$ cat src/rtl/matrix_pkg.sv
// Shared types and constants for the UART matrix text protocol
// (parser and printer use the same packing and dimension limits).
package matrix_pkg;

  localparam int MAX_DIM_DEF = 5;
  localparam int ELEM_W_DEF  = 8;

  localparam logic [7:0] ASCII_SPACE = 8'h20;
  localparam logic [7:0] ASCII_CR    = 8'h0D;
  localparam logic [7:0] ASCII_LF    = 8'h0A;
  localparam logic [7:0] ASCII_ZERO  = 8'h30;

  typedef enum logic [2:0] {
    IDLE,
    GET_W,
    GET_H,
    GET_ELEM,
    DONE,
    ERROR
  } state_e;

  localparam logic [1:0] ERR_NONE    = 2'd0;
  localparam logic [1:0] ERR_CHAR    = 2'd1;
  localparam logic [1:0] ERR_DIM     = 2'd2;
  localparam logic [1:0] ERR_TIMEOUT = 2'd3;

  typedef struct packed {
    logic       is_digit;
    logic       is_ws;
    logic [3:0] digit_val;
  } char_class_t;

endpackage

$ cat src/rtl/ascii_char_class.sv
// Combinational classifier for one received byte: digit / whitespace / value.
module ascii_char_class
  import matrix_pkg::*;
(
  input  logic [7:0]  din_i,
  output char_class_t cls_o
);

  logic [7:0] off;

  // Classify the byte; digit_val is only meaningful when is_digit is set.
  always_comb begin
    off             = din_i - ASCII_ZERO;
    cls_o           = '0;
    cls_o.is_digit  = (din_i >= ASCII_ZERO) && (din_i <= 8'h39);
    cls_o.is_ws     = (din_i == ASCII_SPACE) || (din_i == ASCII_CR) || (din_i == ASCII_LF);
    cls_o.digit_val = cls_o.is_digit ? off[3:0] : 4'd0;
  end

endmodule

$ cat src/rtl/parse_matrix.sv
// Receive-side parser for "W H e0 e1 ..." ASCII matrix text.
// Rebuilds the packed matrix (element k at data_output[k*ELEM_W +: ELEM_W]).
// Optional idle timeout: define PARSE_MATRIX_TIMEOUT_EN.
module parse_matrix
  import matrix_pkg::*;
#(
  parameter int MAX_DIM        = MAX_DIM_DEF,
  parameter int ELEM_W         = ELEM_W_DEF,
  parameter int TIMEOUT_CYCLES = 50_000_000
) (
  input  logic                              clk,
  input  logic                              rst_n,
  input  logic                              start,
  input  logic [7:0]                        din,
  input  logic                              din_valid,
  output logic                              busy,
  output logic                              done,
  output logic                              error,
  output logic [1:0]                        err_code,
  output logic [2:0]                        width,
  output logic [2:0]                        height,
  output logic [MAX_DIM*MAX_DIM*ELEM_W-1:0] data_output
);

  localparam int         DATA_W    = MAX_DIM * MAX_DIM * ELEM_W;
  localparam logic [3:0] MAX_DIM_V = 4'(MAX_DIM);

  state_e              state_q;
  logic                busy_q, done_q, error_q, sep_q;
  logic [1:0]          err_q;
  logic [2:0]          width_q, height_q;
  logic [4:0]          total_q, elem_cnt_q;
  logic [DATA_W-1:0]   data_q;
`ifdef PARSE_MATRIX_TIMEOUT_EN
  logic [31:0]         idle_q;
`endif

  char_class_t cls;
  logic        dim_bad;
  logic        last_elem;
  logic [4:0]  total_d;

  ascii_char_class u_cls (
    .din_i (din),
    .cls_o (cls)
  );

  // Dimension digit legality, element count and end-of-matrix detection.
  always_comb begin
    dim_bad   = (cls.digit_val == 4'd0) || (cls.digit_val > MAX_DIM_V);
    total_d   = {2'b00, width_q} * {2'b00, cls.digit_val[2:0]};
    last_elem = (elem_cnt_q == 5'(total_q - 5'd1));
  end

  // Parser FSM with registered outputs; start overrides every state.
  always_ff @(posedge clk or negedge rst_n) begin
    if (!rst_n) begin
      state_q    <= IDLE;
      busy_q     <= 1'b0;
      done_q     <= 1'b0;
      error_q    <= 1'b0;
      err_q      <= ERR_NONE;
      width_q    <= '0;
      height_q   <= '0;
      total_q    <= '0;
      elem_cnt_q <= '0;
      sep_q      <= 1'b0;
      data_q     <= '0;
`ifdef PARSE_MATRIX_TIMEOUT_EN
      idle_q     <= '0;
`endif
    end else begin
      done_q  <= 1'b0;
      error_q <= 1'b0;
      if (start) begin
        // Byte arriving with start is dropped; leading whitespace is optional.
        state_q    <= GET_W;
        busy_q     <= 1'b1;
        err_q      <= ERR_NONE;
        width_q    <= '0;
        height_q   <= '0;
        total_q    <= '0;
        elem_cnt_q <= '0;
        sep_q      <= 1'b1;
        data_q     <= '0;
`ifdef PARSE_MATRIX_TIMEOUT_EN
        idle_q     <= '0;
`endif
      end else begin
        case (state_q)
          GET_W, GET_H, GET_ELEM: begin
            if (din_valid) begin
`ifdef PARSE_MATRIX_TIMEOUT_EN
              idle_q <= '0;
`endif
              if (cls.is_ws) begin
                sep_q <= 1'b1;
              end else if (!cls.is_digit || !sep_q) begin
                // Non-digit garbage or two digits without a separator.
                state_q <= ERROR;
                busy_q  <= 1'b0;
                error_q <= 1'b1;
                err_q   <= ERR_CHAR;
              end else begin
                sep_q <= 1'b0;
                if (state_q != GET_ELEM && dim_bad) begin
                  state_q <= ERROR;
                  busy_q  <= 1'b0;
                  error_q <= 1'b1;
                  err_q   <= ERR_DIM;
                end else if (state_q == GET_W) begin
                  width_q <= cls.digit_val[2:0];
                  state_q <= GET_H;
                end else if (state_q == GET_H) begin
                  height_q <= cls.digit_val[2:0];
                  total_q  <= total_d;
                  state_q  <= GET_ELEM;
                end else begin
                  data_q[elem_cnt_q*ELEM_W +: ELEM_W] <= {{(ELEM_W-4){1'b0}}, cls.digit_val};
                  elem_cnt_q <= elem_cnt_q + 5'd1;
                  if (last_elem) begin
                    state_q <= DONE;
                    busy_q  <= 1'b0;
                    done_q  <= 1'b1;
                  end
                end
              end
            end
`ifdef PARSE_MATRIX_TIMEOUT_EN
            else if (idle_q == 32'(TIMEOUT_CYCLES - 1)) begin
              state_q <= ERROR;
              busy_q  <= 1'b0;
              error_q <= 1'b1;
              err_q   <= ERR_TIMEOUT;
            end else begin
              idle_q <= idle_q + 32'd1;
            end
`else
            // No idle limit: the parser waits indefinitely for the next byte.
`endif
          end
          DONE:    state_q <= IDLE;
          ERROR:   state_q <= IDLE;
          default: state_q <= IDLE;
        endcase
      end
    end
  end

  assign busy        = busy_q;
  assign done        = done_q;
  assign error       = error_q;
  assign err_code    = err_q;
  assign width       = width_q;
  assign height      = height_q;
  assign data_output = data_q;

endmodule
$ cat config.mk
export PLATFORM = sky130hd
export DESIGN_NAME = parse_matrix
export DESIGN_NICKNAME = d
export VERILOG_FILES = /design/src/rtl/matrix_pkg.sv /design/src/rtl/ascii_char_class.sv /design/src/rtl/parse_matrix.sv
export SDC_FILE = /design/constraint.sdc
export NUM_CORES = 1
export LEC_CHECK = 0
export BUFFER_PORTS_ARGS = -buffer_cell sky130_fd_sc_hd__buf_2
export CAP_MARGIN = 20
export CORE_ASPECT_RATIO = 1.1
export CORE_MARGIN = 4
export CORE_UTILIZATION = 51
export DETAILED_ROUTE_END_ITERATION = 8
export PLACE_DENSITY_LB_ADDON = 0.12
export SETUP_SLACK_MARGIN = 0.3
export SYNTH_ARGS = -nofsm -noshare
export SYNTH_HDL_FRONTEND = slang
export SYNTH_SLANG_ARGS = --single-unit
$ cat constraint.sdc
create_clock -name clk -period 3.3 [get_ports clk]
set_input_delay 0.33 -clock clk [delete_from_list [all_inputs] [get_ports clk]]
set_output_delay 0.33 -clock clk [all_outputs]
set_load 0.02 [all_outputs]
### Word-level counts from Yosys, hierarchy flattened

Cells that the tools add are included.

| word-level totals | value |
|---|---|
| flip-flop bits (word level) | 225 |
| logic and storage cells | 148 |
| bits of input ports | 12 |
| latch bits | 0 |
| memories kept | 0 |
| memory bits (read-only) | 0 |
| output and inout port bits | 211 |
| RAM bits | 0 |

| cells by class | value |
|---|---|
| divide/modulo/power cells | 0 |
| $lt $le $gt $ge | 3 |
| shifts and indexed selects | 2 |
| multiply operators | 1 |
| muxes and demuxes | 85 |
| bitwise gates (word level) | 0 |
| reduce and logical (&&, ||, !) cells | 23 |
| eq/ne operators | 19 |
| $add $sub $neg | 4 |

Operators by type and width:

| cell | count |
|---|---|
| 200-bit two-way mux | 8 |
| 200-bit bitwise mux | 1 |
| 8-bit by 34-bit variable shift with 200-bit output, first input constant | 1 |
| 8-bit by 34-bit indexed part select with 200-bit output | 1 |
| 5-bit two-way mux | 16 |
| 3-bit two-way mux | 24 |
| 8-bit negation with 34-bit output | 1 |
| 1-bit two-way mux | 29 |
| 8-bit by 4-bit == test with 1-bit output, second input constant | 2 |
| 7-bit AND reduction | 2 |
| 2-bit two-way mux | 6 |
| 6-bit AND reduction | 2 |
| 2-bit inequality test, second input constant | 5 |
| 3-bit inequality test, second input constant | 3 |
| 8-bit by 6-bit == test with 1-bit output, second input constant | 1 |
| 8-bit by 6-bit greater-or-equal comparator with 1-bit output, second input constant | 1 |
| 8-bit by 6-bit <= comparator with 1-bit output, second input constant | 1 |
| 4-bit inequality test, second input constant | 2 |
| 2-bit nonzero test | 4 |
| 7-bit inequality test, second input constant | 1 |
| 3-bit by 2-bit == test with 1-bit output, second input constant | 2 |
| 3-bit AND reduction | 2 |
| 5-bit by 1-bit adder with 5-bit output, second input constant | 1 |
| 5-bit == test | 1 |
| other kinds (15) | 20 |

### Logic depth before layout (Yosys ltp)

Gate-level depths: netlist (run 1).

| depth | value |
|---|---|
| depth in word-level cells | 13 |
| mapped depth | 13 |
| gate-level depth less buffers | 11 |

### Modules after synthesis

A second synthesis (run 1) with hierarchy kept.

| unflattened totals | value |
|---|---|
| cell total of the unflattened synthesis | 747 |
| area, all modules | 7,119.3 um^2 |

By module, submodules not included:

| module | area each (um^2) | cells each | times used | sequential area each (um^2) |
|---|---|---|---|---|
| parse_matrix | 7,004.2 | 731 | 1 | 3,128.0 |
| ascii_char_class | 115.1 | 16 | 1 | 0.0 |

### Worst setup path before layout (run 1)

OpenSTA, ideal clock, no wires.

| timing path | value |
|---|---|
| path type | input -> register |
| start | input din[6] |
| end | register total_q[4] |
| required time | 3,168 ps |
| stages | 12 |
| path slack | 515 ps |
| arrival | 2,653 ps |
| cell sequence | and4bb_2 -> and3_1 -> buf_1 -> nand2_1 -> fa_1 -> inv_1 -> ha_1 -> fa_1 -> xor2_1 -> xnor2_1 -> mux2i_1 -> nor2_1 |

| on the way | value |
|---|---|
| longest elaborated chain between the ends | 12 |
| elaborated cells on any way between the ends | 28 |
| classes of those cells | mul: 1; order compare: 3; eq/ne: 6; mux: 9; reduce/logical: 9 |

Ends and longest elaborated chain:

| item | line | RTL |
|---|---|---|
| start, declared | parse_matrix.sv:14 | `input logic [7:0] din,` |
| 8-bit by 6-bit greater-or-equal comparator with 1-bit output or 8-bit by 6-bit <= comparator with 1-bit output (tied branches) | ascii_char_class.sv:15 | `cls_o.is_digit = (din_i >= ASCII_ZERO) && (din_i <= 8'h39);` |
| 1-bit logical AND | ascii_char_class.sv:15 |  |
| 4-bit two-way mux | ascii_char_class.sv:17 | `cls_o.digit_val = cls_o.is_digit ? off[3:0] : 4'd0;` |
| 3-bit by 3-bit multiplier with 5-bit output | parse_matrix.sv:51 | `total_d = {2'b00, width_q} * {2'b00, cls.digit_val[2:0]};` |
| 5-bit two-way mux | parse_matrix.sv:114 | `end else if (state_q == GET_H) begin` |
| 5-bit two-way mux | parse_matrix.sv:111 | `end else if (state_q == GET_W) begin` |
| 5-bit two-way mux | parse_matrix.sv:106 | `if (state_q != GET_ELEM && dim_bad) begin` |
| 5-bit two-way mux | parse_matrix.sv:98 | `end else if (!cls.is_digit \|\| !sep_q) begin` |
| 5-bit two-way mux | parse_matrix.sv:96 | `if (cls.is_ws) begin` |
| 5-bit two-way mux | parse_matrix.sv:92 | `if (din_valid) begin` |
| 5-bit two-way mux | parse_matrix.sv:90 | `case (state_q)` |
| 5-bit two-way mux | parse_matrix.sv:75 | `if (start) begin` |
| end signal, assigned | parse_matrix.sv:116 | `total_q <= total_d;` |
| end, declared | parse_matrix.sv:32 | `logic [4:0] total_q, elem_cnt_q;` |

Several ways; a longest one is shown, not always the timed one. The select of a mux whose other input is x is not followed.
A chain may end at the register's enable or synchronous reset.

### Worst setup path after layout (run 1)

| timing path | value |
|---|---|
| start | register elem_cnt_q[0] |
| end | register data_q[192], in the netlist data_output[192] |

| on the way | value |
|---|---|
| longest elaborated chain between the ends | 11 |
| elaborated cells on any way between the ends | 12 |
| classes of those cells | add/sub: 1; shift: 2; mux: 9 |

Ends and longest elaborated chain:

| item | line | RTL |
|---|---|---|
| start, declared | parse_matrix.sv:32 |  |
| start signal, assigned | parse_matrix.sv:120 | `elem_cnt_q <= elem_cnt_q + 5'd1;` |
| 8-bit negation with 34-bit output (*) | parse_matrix.sv:119 | `data_q[elem_cnt_q*ELEM_W +: ELEM_W] <= {{(ELEM_W-4){1'b0}}, cls.digit_val};` |
| 8-bit by 34-bit indexed part select with 200-bit output or 8-bit by 34-bit variable shift with 200-bit output (tied branches) | parse_matrix.sv:119 |  |
| 200-bit bitwise mux (*) | parse_matrix.sv:119 |  |
| 200-bit two-way mux (*) | parse_matrix.sv:114 |  |
| 200-bit two-way mux (*) | parse_matrix.sv:111 |  |
| 200-bit two-way mux (*) | parse_matrix.sv:106 |  |
| 200-bit two-way mux (*) | parse_matrix.sv:98 |  |
| 200-bit two-way mux (*) | parse_matrix.sv:96 |  |
| 200-bit two-way mux (*) | parse_matrix.sv:92 |  |
| 200-bit two-way mux (*) | parse_matrix.sv:90 |  |
| 200-bit two-way mux (*) | parse_matrix.sv:75 |  |
| end signal, assigned by index | parse_matrix.sv:119 |  |
| end, declared | parse_matrix.sv:33 | `logic [DATA_W-1:0] data_q;` |

Every way passes the cells marked *; elsewhere a longest branch is shown, timed or not. The select of a mux whose other input is x is not followed.

==> flow_summary_export.csv, run 1 <==
group,metric,value,unit
sta,finalClockSkew,0.008486,ns
setup_path,start_kind,"flop",
floorplanning,rows,43,
synthesis,avgSynthCellArea,9.668,um2
sta,period_share,85.24,%
synthesis,synth-main-ff-cell,"dfrtp_1",
setup_path,slowest_delay,0.62,ns
synthesis,synth_area_leader_cell,"dfrtp_1",
routing,vias,5338,
synthesis,netlist_area,0.006690,mm2
setup_path,crit_fanout,6,
routing,vias_per_cell,5.436,
power,power_density,484.5,mW/mm2
routing,firstDrtPassIters,5,
setup_path,cp.required,3.60,ns
setup_path,reg2reg_setup_slack,0.49,ns
sta,hold_violations,0,
synthesis,syn_inst,692,
cts,ctsRootBufferMaster,"clkbuf_16",
routing,drc,0,
cts,clkSinkCount,125,
setup_path,r2r_cells,10,
power,vdd_drop_max,471.7,uV
global_route,track_usage,23.50,%
worst_hold_path,hold_path_depth,3,
cts,cts_tree,"done",
floorplanning,pin_count,223,
setup_path,crit_family,"simple AND/OR/NAND/NOR gates",
sta,max_freq,0.3555,GHz
global_route,grt_pass1_wl,27.16,mm
run_status,status,"complete, no violations",
routing,postRouteAntennaNets,0,
setup_path,worstPathArrival,3.11,ns
power,p_leak,3.889,nW
sta,finalSetupViolCount,0,
cts,cts_buffers,17,
floorplanning,initial_core_util,52.47,%
synthesis,synth.top_cell.area_share,46.76,%
floorplanning,die_h,128.1,um
cts,clock_latency,0.42,ns
synthesis,yosysUniqueCellTypes,63,
synthesis,ys_seq_area_share,46.76,%
placement,hpwl,12.77,mm
setup_path,crit_buf_inv,1,
power,power,3.728,mW
synthesis,ys_warn_count,0,
sta,rsz0062_at_grt,"yes",
setup_path,worst-setup-path-type,"reg -> reg",
floorplanning,core,0.01275,mm2
synthesis,synth_edf_count,0,
setup_path,critical_path.slowest_cell,"or4_1",
setup_path,cpMostUsedCell,"ha_1",
cts,cts-htree-levels,4,
floorplanning,die-area,0.01502,mm2
placement,port_buffers,122,
worst_hold_path,hp-start,"din[0]",
routing,initialDrtViolationCount,424,
global_route,grt_pass1_vias,5138,
sta,post-route-min-period,2.813,ns
layout,drive_gt1_share,21.70,%
sta,hold_ws,0.2580,ns
sta,slew_viol_final,0,
run,maxCapViolCount,0,
global_route,antenna_found_initial,0,
synthesis,synthArstFlopShare,100.0,%
routing,routedWlPerCell,17.73,um
synthesis,synthTopCellsByArea,"dfrtp_1 (47%), buf_4 (12%), nand2_1 (5.6%), o21ai_0 (4.2%), o2bb2ai_1 (4.2%)",
setup_path,worst-path-stages,10,
floorplanning,die_w,117.2,um
worst_hold_path,min_path_type,"in -> reg",
layout,num-nets-final,836,
placement,gp_congestion,0.9179,
layout,num_antenna_cells,0,
cts,path_clk_slew,0.06,ns
global_route,grt_start_max_net_pins,93,
synthesis,synth_seq_cells,125,
sta,tightest_slew,0.7963,ns
setup_path,crit_chain,"inv_1 -> ha_1 -> nand2b_1 -> nor2_1 -> ha_1 -> or4_1 -> nand3b_1 -> nor3_1 -> a21oi_1 -> a32o_1",
global_route,overflow,0,
setup_path,cp-end-kind,"flop",
cts,clockBufferDepth,2,
setup_path,r2r_end,"data_output[192]",
sta,slew_headroom,46.77,%
layout,syn_to_final_growth,15.02,%
worst_hold_path,min_to,"data_output[0]",
cts,postCtsSetupBuffers,0,
sta,tns,0,ns
setup_path,reg2reg_from,"elem_cnt_q[0]",
routing,finalWirelength,17.41,mm
## routing by layer
layer	vias to the layer above	GRT usage [%]	wire length [um]
li1	2468	-	-
met1	2567	30.83	7290
met2	276	37.98	8481
met3	27	5.146	1335
met4	0	8.704	300
met5	-	0	0
## logic make-up (layout without fill, tap and decap cells)
group	after synthesis	after routing	synth area share, %
xor+xnor	13	13	1.702
fa+ha+maj	12	12	2.469
simple gates	240	240	18.16
buf+inv	139	173	13.88
flops	125	125	46.76
compound gates	150	150	15.17
other cells	1	100	0.05605
mux	12	12	1.814
## how the worst max path moves through the flow
stage | startpoint | slack [ns] | to
detailed placement | din[6] | 0.31 | total_q[4]
finish | elem_cnt_q[0] | 0.49 | data_output[192]
global placement | din[6] | 0.38 | total_q[4]
global route | elem_cnt_q[0] | 0.29 | data_output[192]
CTS | elem_cnt_q[0] | 0.52 | data_output[192]
floorplan | din[6] | 0.51 | total_q[4]
## layout by cell type (no fill, tap or decap), types with 14 or more instances in the layout
cell and n:
conb_1 100, buf_2 121, nor2_1 42, a21oi_1 17, and2_1 14, o2bb2ai_1 32
clkbuf_16 17, o21ai_0 56, dfrtp_1 125, nand2_1 100
## stage by stage
stage / utilization (%) / cells / instance area (um2) / setup WS, ns
3_5_place_dp: 55.31 / 949 / 7053 / 0.3070
5_1_grt: 60.35 / 982 / 7695 / 0.2912
4_1_cts: 60.17 / 982 / 7672 / 0.5228
2_1_floorplan: - / 791 / 7062 / 0.5147
3_3_place_gp: 55.31 / 949 / 7053 / 0.3836
6_report: 60.35 / 982 / 7695 / 0.4871
## flip-flops by register name (all words and copies together), names as in the netlist
register / cells
width: 3
total_q: 5
state_q: 3
sep_q: 1
done: 1
height: 3
elem_cnt_q: 5
data_output: 100
error: 1
err_code: 2
busy: 1
## cell usage after synthesis (4+ instances only)
cell,count
nand2b_1,9
buf_2,4
a32o_1,8
nand2_1,100
nor3b_1,4
nor4_1,6
inv_1,10
nor3_1,14
xor2_1,8
and2_1,14
or3_1,7
nor2_1,42
mux2i_1,11
a31oi_1,15
dfrtp_1,125
and3_1,8
buf_4,103
o2bb2ai_1,32
ha_1,10
nand3_1,8
xnor2_1,5
nand4_1,5
a22o_1,4
o21ai_0,56
a21oi_1,17
clkbuf_1,19
## cell type report
type | instances | area, um2
timing repair buffer | 131 | 695.7
fill | 1106 | 5056
multi-input combinational | 527 | 3028
sequential | 125 | 3128
clock buffer | 19 | 442.9
inverter | 10 | 37.54
tap | 157 | 196.4
clock inverter | 13 | 166.4
## power by group
part           switching [mW]  internal [mW]
logic                   0.227         0.0439
clock network           0.695           1.21
registers             0.00980           1.54
total                   0.933           2.80
## worst register-to-register path, delay by kind of cell, from the launching register on
family / cells / cell delay (ns)
buffers and inverters: 1 / 0.08
AOI/OAI and AO/OA: 2 / 0.44
adders and majority gates: 2 / 0.49
DFF: 1 / 0.34
and+or+nand+nor: 5 / 1.35
## repair_timing
item / in CTS / in global routing
endpoints found under the hold margin: 33 / 0
gates resized for setup: 0 / 4
hold buffers: 1 / 0
endpoints found under the setup margin: 0 / 29
Note: power is estimated with default switching activity, not from simulation.
==> run 2, diff against run 1 <==
--- a/config.mk
+++ b/config.mk
@@ -9,7 +9,7 @@
 export CAP_MARGIN = 20
 export CORE_ASPECT_RATIO = 1.1
 export CORE_MARGIN = 4
-export CORE_UTILIZATION = 51
+export CORE_UTILIZATION = 55
 export DETAILED_ROUTE_END_ITERATION = 8
 export PLACE_DENSITY_LB_ADDON = 0.12
 export SETUP_SLACK_MARGIN = 0.3
==> constraint.sdc (replaced) <==
create_clock -name clk -period 3.6 [get_ports clk]
set_input_delay 0.36 -clock clk [delete_from_list [all_inputs] [get_ports clk]]
set_output_delay 0.36 -clock clk [all_outputs]
set_load 0.02 [all_outputs]
==> flow_summary_export.csv, run 2 (same netlist as run 1, synthesis figures left out) <==
group,metric,value,unit
setup_path,cpMostUsedCell,"ha_1",
floorplanning,rows,41,
cts,cts_tree,"done",
setup_path,crit_chain,"inv_1 -> ha_1 -> nand2b_1 -> nor2_1 -> ha_1 -> or4_1 -> nand3b_1 -> nor3_1 -> a21oi_1 -> a32o_1",
setup_path,reg2reg_setup_slack,0.53,ns
setup_path,cp.required,3.89,ns
setup_path,worst-path-stages,10,
setup_path,slowest_delay,0.61,ns
placement,hpwl,12.51,mm
setup_path,crit_fanout,14,
power,power_density,438.9,mW/mm2
layout,layout_commonest_cell,"dfrtp_1",
sta,finalClockSkew,0.004076,ns
sta,tightest_slew,0.7964,ns
routing,postRouteAntennaNets,0,
power,p_leak,3.864,nW
cts,cts_buffers,17,
sta,period_share,85.33,%
global_route,overflow,0,
sta,rsz0062_at_grt,"no",
worst_hold_path,min_path_type,"in -> async",
setup_path,endpoint,"data_output[65]",
setup_path,setup.worst_path.start,"elem_cnt_q[0]",
layout,num_antenna_cells,0,
routing,routedWlPerCell,17.41,um
floorplanning,initial_core_util,57.20,%
sta,slew_viol_final,0,
layout,syn_to_final_growth,13.84,%
layout,layout_common_cells,"dfrtp_1 (123), buf_2 (121), nand2_1 (100), conb_1 (100), o21ai_0 (56)",
global_route,grt_pass1_vias,5147,
placement,gp_congestion,0.9617,
cts,cts-htree-levels,4,
placement,port_buffers,122,
global_route,grt_pass1_wl,26.77,mm
power,vdd_drop_max,357.9,uV
routing,drc,0,
cts,path_clk_slew,0.06,ns
setup_path,r2r_end,"data_output[65]",
setup_path,critical_path.slowest_cell,"or4_1",
setup_path,r2r_cells,10,
global_route,antenna_found_initial,0,
routing,initialDrtViolationCount,416,
cts,ctsRootBufferMaster,"clkbuf_16",
sta,post-route-min-period,3.072,ns
cts,clkSinkCount,125,
setup_path,crit_buf_inv,1,
floorplanning,die_w,113.2,um
floorplanning,core,0.01170,mm2
setup_path,crit_family,"simple AND/OR/NAND/NOR gates",
cts,postCtsSetupBuffers,0,
setup_path,start_kind,"flop",
routing,firstDrtPassIters,5,
cts,clockBufferDepth,2,
routing,finalWirelength,16.89,mm
setup_path,reg2reg_from,"elem_cnt_q[0]",
global_route,grt_start_max_net_pins,62,
floorplanning,die-area,0.01399,mm2
cts,clock_latency,0.41,ns
layout,fillers,984,
layout,largest_register_ffs,100,
sta,tns,0,ns
routing,vias,5330,
placement,pre_cts_slack,0.4587,ns
layout,post-route-util,65.12,%
sta,finalSetupViolCount,0,
setup_path,worst-setup-path-type,"reg -> reg",
sta,fin_ws,0.5282,ns
sta,max_freq,0.3255,GHz
sta,slew_headroom,46.91,%
sta,hold_ws,0.03200,ns
floorplanning,pin_count,223,
layout,drive_gt1_share,21.10,%
layout,num-nets-final,832,
global_route,track_usage,24.23,%
sta,hold_violations,0,
setup_path,worstPathArrival,3.36,ns
routing,vias_per_cell,5.495,
run,maxCapViolCount,0,
run_status,status,"complete, no violations",
floorplanning,die_h,123.7,um
setup_path,cp-end-kind,"flop",
## run 2: final cells by class
class	instances	area [um2]	area share (%)
Timing Repair Buffer	127	663.1	8.707
Inverter	10	37.54	0.4929
Multi-Input combinational cell	527	3012	39.54
Clock inverter	9	111.4	1.462
Tap cell	150	187.7	2.464
Sequential cell	125	3131	41.10
Clock buffer	22	474.2	6.226
## run 2: worst min path at each step
stage                                   to  slack [ns]  cells past startpoint
after floorplan                       busy        0.06                      0
after global placement     data_output[43]        0.46                      2
after detailed placement  data_output[168]        0.47                      2
after CTS                   data_output[8]        0.06                      1
after global routing        data_output[8]        0.09                      1
final                       data_output[8]        0.03                      1
## run 2: layer usage
metal | vias to the layer above | track usage, % | share of wire [%]
met3 | 25 | 5.442 | 8.1
met4 | 0 | 9.842 | 1.9
met2 | 242 | 38.89 | 49
met5 | - | 0 | 0
met1 | 2606 | 32.14 | 41
li1 | 2457 | - | -
## run 2: report_power, final
part | internal [mW] | total (mW) | leakage [nW] | switching (mW)
sequential | 1.41 | 1.42 | 1.73 | 0.00950
combinational | 0.0391 | 0.247 | 1.85 | 0.208
clock | 1.07 | 1.67 | 0.283 | 0.601
total | 2.52 | 3.34 | 3.86 | 0.819
## run 2: what timing repair did
item | 4_1_cts | 5_1_grt
setup endpoints to repair | 0 | 44
resized for setup | 0 | 3
hold buffers | 0 | 0
## run 2: stage by stage
stage               instances  power [mW]  cell area (um2)
floorplan                 791       1.709             7062
global placement          939       1.687             7022
detailed placement        939       1.692             7022
CTS                       970       3.363             7607
global route              970       3.452             7616
finish                    970       3.343             7616
==> run 3, diff against run 2 <==
--- a/config.mk
+++ b/config.mk
@@ -5,11 +5,12 @@
 export SDC_FILE = /design/constraint.sdc
 export NUM_CORES = 1
 export LEC_CHECK = 0
+export ABC_AREA = 1
 export BUFFER_PORTS_ARGS = -buffer_cell sky130_fd_sc_hd__buf_2
 export CAP_MARGIN = 20
 export CORE_ASPECT_RATIO = 1.1
 export CORE_MARGIN = 4
-export CORE_UTILIZATION = 55
+export CORE_UTILIZATION = 57
 export DETAILED_ROUTE_END_ITERATION = 8
 export PLACE_DENSITY_LB_ADDON = 0.12
 export SETUP_SLACK_MARGIN = 0.3
==> flow_summary_export.csv, run 3 <==
group,metric,value,unit
setup_path,start_kind,"flop",
setup_path,critical_path.slowest_cell,"ha_1",
routing,postRouteAntennaNets,0,
global_route,grt_pass1_wl,27.95,mm
synthesis,yosysUniqueCellTypes,27,
cts,postCtsSetupBuffers,0,
floorplanning,pin_count,223,
global_route,track_usage,23.41,%
synthesis,synth_most_common_cell,"nand2_1",
worst_hold_path,min_to,"busy",
placement,hpwl,12.51,mm
layout,layout_common_cells,"nand2_1 (341), dfrtp_1 (125), buf_2 (121)",
placement,place_area,0.007804,mm2
layout,regArea,0.003128,mm2
sta,tns,0,ns
layout,multi_input_area,0.003556,mm2
cts,cts-htree-levels,4,
sta,finalSetupViolCount,0,
power,vdd_drop_max,389.9,uV
synthesis,ys_seq_area_share,41.79,%
placement,gp_congestion,0.8394,
setup_path,cp-end-kind,"flop",
routing,vias_per_cell,5.031,
floorplanning,rows,43,
sta,hold_ws,0.2328,ns
synthesis,synth.top_cell.area_share,41.79,%
cts,cts_tree,"done",
setup_path,reg2reg_setup_slack,0.89,ns
layout,num_antenna_cells,0,
synthesis,netlist_area,0.007485,mm2
setup_path,crit_fanout,12,
power,power_density,494.1,mW/mm2
sta,period_share,75.16,%
run_status,status,"complete, no violations",
synthesis,syn_inst,1006,
setup_path,worst-path-stages,11,
cts,clockBufferDepth,2,
sta,max_freq,0.3696,GHz
floorplanning,initial_core_util,58.70,%
cts,ctsRootBufferMaster,"clkbuf_16",
sta,tightest_slew,0.9158,ns
setup_path,cp.required,3.95,ns
placement,dp_cells,1257,
synthesis,synthArstFlopShare,100.0,%
layout,num-nets-final,1144,
setup_path,cpMostUsedCell,"nand2_1",
routing,initialDrtViolationCount,439,
synthesis,synth-main-ff-cell,"dfrtp_1",
layout,fin_area,0.008344,mm2
floorplanning,die_w,117.3,um
global_route,antenna_found_initial,0,
synthesis,ys_top_cells_by_count,"nand2_1 (341), dfrtp_1 (125), nand3_1 (114)",
setup_path,reg2reg_from,"elem_cnt_q[1]",
sta,rsz0062_at_grt,"no",
setup_path,crit_buf_inv,1,
layout,drive_gt1_share,15.89,%
layout,post-route-util,65.44,%
synthesis,synth_area_leader_cell,"dfrtp_1",
placement,port_buffers,122,
global_route,grt_pass1_vias,5809,
synthesis,synthTopCellsByArea,"dfrtp_1 (42%), nand2_1 (17%), buf_4 (10%), nand3_1 (7.6%), nor2_1 (5.1%)",
placement,pre_cts_slack,0.4900,ns
setup_path,worst-setup-path-type,"reg -> reg",
floorplanning,die-area,0.01503,mm2
routing,vias,6490,
layout,final_cell_count_no_fill,1290,
cts,path_clk_slew,0.06,ns
setup_path,crit_family,"simple AND/OR/NAND/NOR gates",
synthesis,synth_edf_count,0,
sta,slew_viol_final,0,
synthesis,ys_warn_count,0,
global_route,grt_start_max_net_pins,136,
worst_hold_path,min_path_type,"in -> reg",
floorplanning,core,0.01275,mm2
synthesis,avgSynthCellArea,7.440,um2
layout,largest_register_ffs,100,
routing,drc,0,
global_route,overflow,0,
sta,slew_headroom,38.89,%
routing,firstDrtPassIters,5,
setup_path,worstPathArrival,3.06,ns
sta,hold_violations,0,
cts,cts_resized,0,
worst_hold_path,hp-start,"start",
cts,clock_latency,0.42,ns
layout,syn_to_final_growth,11.48,%
layout,layout_commonest_cell,"nand2_1",
routing,routedWlPerCell,13.63,um
sta,post-route-min-period,2.706,ns
floorplanning,die_h,128.2,um
sta,finalClockSkew,0.01021,ns
cts,ctsHoldBuffers,1,
synthesis,synth_seq_cells,125,
cts,cts_buffers,17,
power,power,4.123,mW
run,maxCapViolCount,0,
setup_path,r2r_end,"data_output[74]",
setup_path,r2r_cells,11,
worst_hold_path,hold_path_depth,3,
sta,fin_ws,0.8942,ns
layout,fillers,1195,
setup_path,slowest_delay,0.67,ns
routing,finalWirelength,17.59,mm
setup_path,crit_chain,"inv_2 -> ha_1 -> nand2_1 -> nor2_1 -> ha_1 -> nand2_1 -> nor2_2 -> nand3_1 -> nor2_1 -> nand3b_1 -> nand2_1",
power,p_leak,4.895,nW
cts,clkSinkCount,125,
run 3: report_power, final:
group	switching (mW)	internal [mW]
sequential	0.0281	1.43
clock	0.624	0.907
combinational	0.924	0.210
total	1.58	2.55
run 3: final cells by class:
type	instances	area share, %
Multi-Input combinational cell	787	42.62
Clock inverter	11	0.8397
Timing Repair Buffer	133	8.667
Clock buffer	21	5.518
Tap cell	157	2.354
Inverter	56	2.519
Sequential cell	125	37.49
run 3: layer usage:
metal / part of all wire, % / track usage, %
met2: 47 / 36.85
met1: 46 / 33.09
met4: 0.88 / 5.668
met5: 0 / 0
met3: 6.9 / 5.005
run 3: how the worst max path moves through the flow:
| stage | from | to | slack, ns |
|---|---|---|---|
| after detailed placement | din[6] | total_q[4] | 0.49 |
| after global placement | din[6] | total_q[4] | 0.60 |
| after floorplan | din[6] | total_q[4] | 0.84 |
| after CTS | din[6] | total_q[4] | 0.92 |
| after global routing | elem_cnt_q[1] | data_output[74] | 0.67 |
| final | elem_cnt_q[1] | data_output[74] | 0.89 |
run 3: worst min-delay path, delay by kind of cell:
kind | cells | cell delay, ns
and+or+nand+nor | 1 | 0.08
buffers and inverters | 2 | 0.17
run 3: cell families after synthesis:
kind of cell    after synthesis  synth area share (%)
compound gates               26                 1.739
xor+xnor                      7                 1.020
fa+ha+maj                    12                 2.207
buf+inv                     193                 15.66
flops                       125                 41.79
other cells                   1               0.05010
simple gates                642                 37.53
